## config.mk

```make
export PLATFORM = sky130hd
export DESIGN_NAME = wallace_mul_pipe
export DESIGN_NICKNAME = d
export VERILOG_FILES = /design/src/rtl/mul_pkg.sv /design/src/rtl/wallace_csa_tree.sv /design/src/rtl/wallace_mul_pipe.sv
export SDC_FILE = /design/constraint.sdc
export NUM_CORES = 2
export LEC_CHECK = 0
export CAP_MARGIN = 20
export CELL_PAD_IN_SITES_DETAIL_PLACEMENT = 0
export CELL_PAD_IN_SITES_GLOBAL_PLACEMENT = 1
export CORE_MARGIN = 2
export CORE_UTILIZATION = 40
export CTS_CLUSTER_DIAMETER = 50
export DETAILED_ROUTE_END_ITERATION = 10
export PLACE_DENSITY_LB_ADDON = 0.1
export SYNTH_ARGS = -nofsm -noshare
export SYNTH_HDL_FRONTEND = slang
export SYNTH_SLANG_ARGS = --single-unit
export TNS_END_PERCENT = 5
```

## constraint.sdc

```tcl
create_clock -name clk -period 4 [get_ports clk]
set_clock_uncertainty 0.2 [all_clocks]
set_input_delay 0.8 -clock clk [delete_from_list [all_inputs] [get_ports clk]]
set_output_delay 0.8 -clock clk [all_outputs]
set_load 0.05 [all_outputs]
```

## src/rtl/mul_pkg.sv

```systemverilog
// Shared types and elaboration helpers for the pipelined Wallace multiplier and future MAC.
// The constants describe the default 32-bit build; width-generic sizing uses the functions below.
package mul_pkg;

   localparam int DEF_WIDTH = 32;
   localparam int DEF_TAG_W = 5;
   localparam int PROD_W    = 2 * DEF_WIDTH;
   localparam int PP_CNT    = DEF_WIDTH + 1;

   typedef struct packed {
      logic                 vld;
      logic                 sgn;
      logic [DEF_TAG_W-1:0] tag;
      logic [PROD_W-1:0]    sum;
      logic [PROD_W-1:0]    cry;
   } stage_t;

   function automatic int prod_w(input int w);
      return 2 * w;
   endfunction

   function automatic int pp_cnt(input int w);
      return w + 1;
   endfunction

   // Each 3:2 level turns every full group of three rows into two and passes leftovers through.
   function automatic int csa_next(input int n);
      return (n / 3) * 2 + (n % 3);
   endfunction

   function automatic int csa_rows(input int n, input int lvl);
      int r;
      r = n;
      for (int i = 0; i < lvl; i++)
         if (r > 2) r = csa_next(r);
      return r;
   endfunction

   function automatic int csa_levels(input int n);
      int r;
      int l;
      r = n;
      l = 0;
      while (r > 2) begin
         r = csa_next(r);
         l++;
      end
      return l;
   endfunction

endpackage

```

## src/rtl/wallace_csa_tree.sv

```systemverilog
// Combinational Wallace reduction: two (WIDTH+1)-bit extended operands to sum/carry rows, zero latency.
// No handshake; the sum of both rows modulo 2^(2*WIDTH) is the product.
module wallace_csa_tree
   import mul_pkg::*;
#(
   parameter int WIDTH = DEF_WIDTH
)(
   input  logic [WIDTH:0]       i_a_ext,
   input  logic [WIDTH:0]       i_b_ext,
   output logic [2*WIDTH-1:0]   o_sum,
   output logic [2*WIDTH-1:0]   o_cry
);

   localparam int PW   = prod_w(WIDTH);
   localparam int NPP  = pp_cnt(WIDTH);
   localparam int LVLS = csa_levels(NPP);

   logic [PW-1:0] w_a_sx;
   logic [PW-1:0] w_pp [NPP];

   assign w_a_sx = {{(PW-WIDTH-1){i_a_ext[WIDTH]}}, i_a_ext};

   for (genvar i = 0; i < WIDTH; i++) begin : g_pp
      assign w_pp[i] = i_b_ext[i] ? (w_a_sx << i) : '0;
   end
   // The multiplier's top bit carries negative weight, so its row is the negated shifted multiplicand.
   assign w_pp[WIDTH] = i_b_ext[WIDTH] ? (~(w_a_sx << WIDTH) + PW'(1)) : '0;

   for (genvar l = 0; l < LVLS; l++) begin : g_lvl
      localparam int NI = csa_rows(NPP, l);
      localparam int NO = csa_rows(NPP, l + 1);
      localparam int NG = NI / 3;

      logic [PW-1:0] w_in  [NI];
      logic [PW-1:0] w_out [NO];

      if (l == 0) begin : g_src
         for (genvar j = 0; j < NI; j++) begin : g_cp
            assign w_in[j] = w_pp[j];
         end
      end else begin : g_src
         for (genvar j = 0; j < NI; j++) begin : g_cp
            assign w_in[j] = g_lvl[l-1].w_out[j];
         end
      end

      for (genvar j = 0; j < NO; j++) begin : g_out
         if (j < 2 * NG && j % 2 == 0) begin : g_row
            assign w_out[j] = w_in[3*(j/2)] ^ w_in[3*(j/2)+1] ^ w_in[3*(j/2)+2];
         end else if (j < 2 * NG) begin : g_row
            assign w_out[j] = ((w_in[3*(j/2)]   & w_in[3*(j/2)+1]) |
                               (w_in[3*(j/2)]   & w_in[3*(j/2)+2]) |
                               (w_in[3*(j/2)+1] & w_in[3*(j/2)+2])) << 1;
         end else begin : g_row
            assign w_out[j] = w_in[3*NG + j - 2*NG];
         end
      end
   end

   assign o_sum = g_lvl[LVLS-1].w_out[0];
   assign o_cry = g_lvl[LVLS-1].w_out[1];

endmodule

```

## src/rtl/wallace_mul_pipe.sv

```systemverilog
// Tagged pipelined multiplier: STAGES-cycle latency, 1 op/cycle; whole pipe stalls when the result is not taken.
// Define WALLACE_MUL_FLUSH_EN to add a flush input that squashes every in-flight op.
module wallace_mul_pipe
   import mul_pkg::*;
#(
   parameter int WIDTH  = DEF_WIDTH,
   parameter int STAGES = 3,
   parameter int TAG_W  = DEF_TAG_W
)(
   input  logic               clk,
   input  logic               rst_n,
`ifdef WALLACE_MUL_FLUSH_EN
   input  logic               flush,
`endif
   input  logic               in_valid,
   output logic               in_ready,
   input  logic               in_signed,
   input  logic [WIDTH-1:0]   in_a,
   input  logic [WIDTH-1:0]   in_b,
   input  logic [TAG_W-1:0]   in_tag,
   output logic               out_valid,
   input  logic               out_ready,
   output logic [2*WIDTH-1:0] out_prod,
   output logic [TAG_W-1:0]   out_tag,
   output logic               busy
);

   localparam int PW   = prod_w(WIDTH);
   localparam int NREG = STAGES - 1;

   typedef struct packed {
      logic             vld;
      logic [TAG_W-1:0] tag;
      logic [PW-1:0]    sum;
      logic [PW-1:0]    cry;
   } pl_t;

   logic             w_adv;
   logic             w_flush;
   logic             w_acc;
   logic             w_busy;
   logic [WIDTH:0]   w_a_ext;
   logic [WIDTH:0]   w_b_ext;
   logic [PW-1:0]    w_sum;
   logic [PW-1:0]    w_cry;

   pl_t              r_pl [NREG];
   logic             r_out_vld;
   logic [PW-1:0]    r_out_prod;
   logic [TAG_W-1:0] r_out_tag;

`ifdef WALLACE_MUL_FLUSH_EN
   assign w_flush = flush;
`else
   assign w_flush = 1'b0;
`endif

   assign w_adv    = !r_out_vld || out_ready;
   assign in_ready = w_adv && !w_flush;
   assign w_acc    = in_valid && in_ready;

   assign w_a_ext = {in_signed & in_a[WIDTH-1], in_a};
   assign w_b_ext = {in_signed & in_b[WIDTH-1], in_b};

   wallace_csa_tree #(.WIDTH(WIDTH)) u_tree (
      .i_a_ext (w_a_ext),
      .i_b_ext (w_b_ext),
      .o_sum   (w_sum),
      .o_cry   (w_cry)
   );

   // Stage 1 holds the carry-save rows, middle stages only delay, the output stage resolves the add.
   always_ff @(posedge clk or negedge rst_n) begin
      if (!rst_n) begin
         for (int k = 0; k < NREG; k++) r_pl[k] <= '0;
         r_out_vld  <= 1'b0;
         r_out_prod <= '0;
         r_out_tag  <= '0;
      end else if (w_flush) begin
         for (int k = 0; k < NREG; k++) r_pl[k].vld <= 1'b0;
         r_out_vld <= 1'b0;
      end else if (w_adv) begin
         r_pl[0].vld <= w_acc;
         r_pl[0].tag <= in_tag;
         r_pl[0].sum <= w_sum;
         r_pl[0].cry <= w_cry;
         for (int k = 1; k < NREG; k++) r_pl[k] <= r_pl[k-1];
         r_out_vld  <= r_pl[NREG-1].vld;
         r_out_prod <= r_pl[NREG-1].sum + r_pl[NREG-1].cry;
         r_out_tag  <= r_pl[NREG-1].tag;
      end
   end

   always_comb begin
      w_busy = r_out_vld;
      for (int k = 0; k < NREG; k++) w_busy = w_busy | r_pl[k].vld;
   end

   assign busy      = w_busy;
   assign out_valid = r_out_vld;
   assign out_prod  = r_out_prod;
   assign out_tag   = r_out_tag;

endmodule

```

==> flow_summary_export.csv <==
group,metric,value,unit
status,status,"finished with violations",
status,violations,"negative setup slack",
cells_and_area,final_common_cell,"nand2_1",
floorplan,fp.dieW,356,um
placed_design,gp_congestion,0.875,
routing,drtIter0Drc,2428,
sta,tightestPinTransition,845,ps
routing,dr.pass1.iters,5,
global_route,grt-ovfl-total,0,
global_route,grt_max_degree,169,
clocking,clock-sinks,320,
routing,ant_nets,0,
clocking,tritoncts,"done",
floorplan,core_area,123000,um^2
floorplan,dieArea,127000,um^2
floorplan,die_y,356,um
sta,slew-limit-headroom,0.437,
routing,top_layer_used,"met4",
cells_and_area,fin_util,0.459,
floorplan,rows,129,
setup_path,required,4270,ps
placed_design,dp_hpwl,120,mm
sta,min_period_over_period,1.78,
setup_path,path_class,"in2reg",
cells_and_area,area_delta_synth_final,14.1,%
min_path,hold_class,"in2async",
setup_path,arrival,7370,ps
sta,hold_viol,0,
synthesis,synth_ff_type,"dfrtp_1",
clocking,htreeDepth,2,
synthesis,synth_edf_count,0,
synthesis,synth_seq_area_share,0.162,
flow_run,max-cap-violations,0,
global_route,grt_pass1_vias,37600,
global_route,grt_pass1_wl,232,mm
setup_path,critical_path.max_fanout,4,
routing,vias_per_cell,4.85,
floorplan,io_pins,146,
clocking,cts_buffer_depth,3,
setup_path,end_kind,"register",
setup_path,start_kind,"input port",
synthesis,yosysUniqueCellTypes,73,
floorplan,initial_core_util,0.402,
clocking,clkTransAtPathRegs,60,ps
placed_design,numPortBuffers,145,
routing,wl_met3,8.52,mm
cells_and_area,drive_above_1_share,0.0923,
synthesis,synth.avg_cell_area,9.11,um^2
cells_and_area,n_antenna_cell,0,
sta,fmax,141,MHz
routing,drcViolationCount,0,
synthesis,ys_ff_latch,320,
clocking,root_buffer,"clkbuf_16",
clocking,clk_latency,540,ps
synthesis,syn_area,49500,um^2
global_route,track_usage,0.240,
sta,setup_viol,113,
global_route,antenna_found_initial,5,
routing,met2_length,62.5,mm
synthesis,ys_warn_count,0,
synthesis,synth_fp_nets,6745,
synthesis,synth_cells,5431,
sta,fin_crit,7110,ps
routing,m1WireLength,73.5,mm
sta,whs,42.6,ps
routing,wl,147,mm
synthesis,async_flop_share,1.00,
routing,wl_per_cell,20.3,um
sta,slew_violations,0,
cells_and_area,finalNetCount,6895,
sta,setup_ws,-3110,ps
clocking,numCtsBuffers,35,
cells_and_area,mostFrequentLayoutCells,"nand2_1, fa_1, inv_1",
routing,num_vias,35100,
sta,rsz0062_at_grt,"yes",
-- worst max-delay path, stage by stage --
cell and delay, ps:
buf_6 90, or4_4 600, nor4_4 320, nand3_2 200, buf_6 170, or2_4 260
nor4_4 230, xor2_1 180, nor2_1 80, fa_1 480, inv_1 50, fa_1 460
fa_1 540, inv_1 50, fa_1 500, inv_2 40, fa_1 540, inv_2 40
fa_1 480, inv_2 40, fa_2 530, inv_2 40, fa_2 510, nand2_1 40
nand2_1 70
-- logic make-up after synthesis --
logic type      count (synthesis)  synth area share
xor+xnor                      118            0.0212
simple gates                 2164             0.204
compound gates                273            0.0342
buf+inv                      1305            0.0995
flops                         320             0.162
mux                             1          0.000202
fa+ha+maj                    1250             0.479
-- per-stage QoR --
stage	TNS (ps)	std cells	instance area, um^2	setup slack, ps
2_1_floorplan	-238950	5431	49500	-3420
3_3_place_gp	-346270	7176	54500	-4170
3_5_place_dp	-347960	7176	54500	-4190
4_1_cts	-243700	7238	56200	-3270
5_1_grt	-262020	7241	56500	-3400
6_report	-243380	7241	56500	-3110
-- path summary, 6_finish.rpt --
| check | start | to | slack [ps] | depth (start not counted) |
|---|---|---|---|---|
| min reg2reg | r_pl[130]$_DFFE_PN0N_ | out_tag[2]$_DFFE_PN0N_ | 250 | 2 |
| min | rst_n | out_prod[4]$_DFFE_PN0N_ | 40 | 1 |
| max | in_a[10] | r_pl[256]$_DFFE_PN0N_ | -3110 | 25 |
| min in group clk | r_pl[130]$_DFFE_PN0N_ | out_tag[2]$_DFFE_PN0N_ | 250 | 2 |
| max reg2reg | r_pl[10]$_DFFE_PN0N_ | out_prod[60]$_DFFE_PN0N_ | 620 | 10 |
| max in group asynchronous | rst_n | r_pl[260]$_DFFE_PN0N_ | 2540 | 2 |
-- sequential cells by signal (all words and copies together), names as in the netlist --
signal	flops
out_prod	64
out_tag	5
out_valid	1
r_pl	250
-- cell type report --
cell class | instances | area, um^2
tap | 1637 | 2050
fill | 12100 | 66700
multi-input combinational | 3806 | 37000
inverter | 986 | 3710
sequential | 320 | 8010
timing repair buffer | 432 | 4470
clock buffer | 46 | 1010
clock inverter | 14 | 199
-- cell usage after synthesis, types with 6 or more instances --
master	number	area share
nand2b_1	6	0.00076
and2_1	616	0.078
and3_1	22	0.0028
o31ai_1	6	0.00091
nand3_1	19	0.0019
clkbuf_1	295	0.022
inv_1	985	0.075
a21o_1	26	0.0039
o21ai_0	66	0.0067
fa_1	1076	0.44
a31oi_1	12	0.0015
nor3b_1	8	0.0012
nor2_1	95	0.0072
buf_1	16	0.0012
nor3_1	30	0.0030
o21a_1	11	0.0017
o21bai_1	6	0.00091
or3_1	17	0.0021
o211ai_1	6	0.00091
ha_1	164	0.041
xor2_1	43	0.0076
nor2b_1	9	0.0011
dfrtp_1	320	0.16
nand4_1	10	0.0013
nor4_1	7	0.00088
a211oi_1	7	0.0011
nand2_1	1295	0.098
a21oi_1	94	0.0095
maj3_1	8	0.0016
xnor2_1	74	0.013
-- routing by layer --
metal  vias to the layer above  track usage
li1                      16100            -
met1                     18100        0.380
met2                       814        0.358
met3                       104       0.0277
met4                         0       0.0418
met5                         -            0
-- repair_timing --
action | CTS | global route
hold buffers | 0 | 0
endpoints found under the setup margin | 114 | 113
gates resized for setup | 193 | 78
pin swaps | 84 | 68
setup buffers | 2 | 3
Power is left out: the tool's default activity adds up to more than one toggle a clock period on the data nets, which glitch-free logic cannot reach.
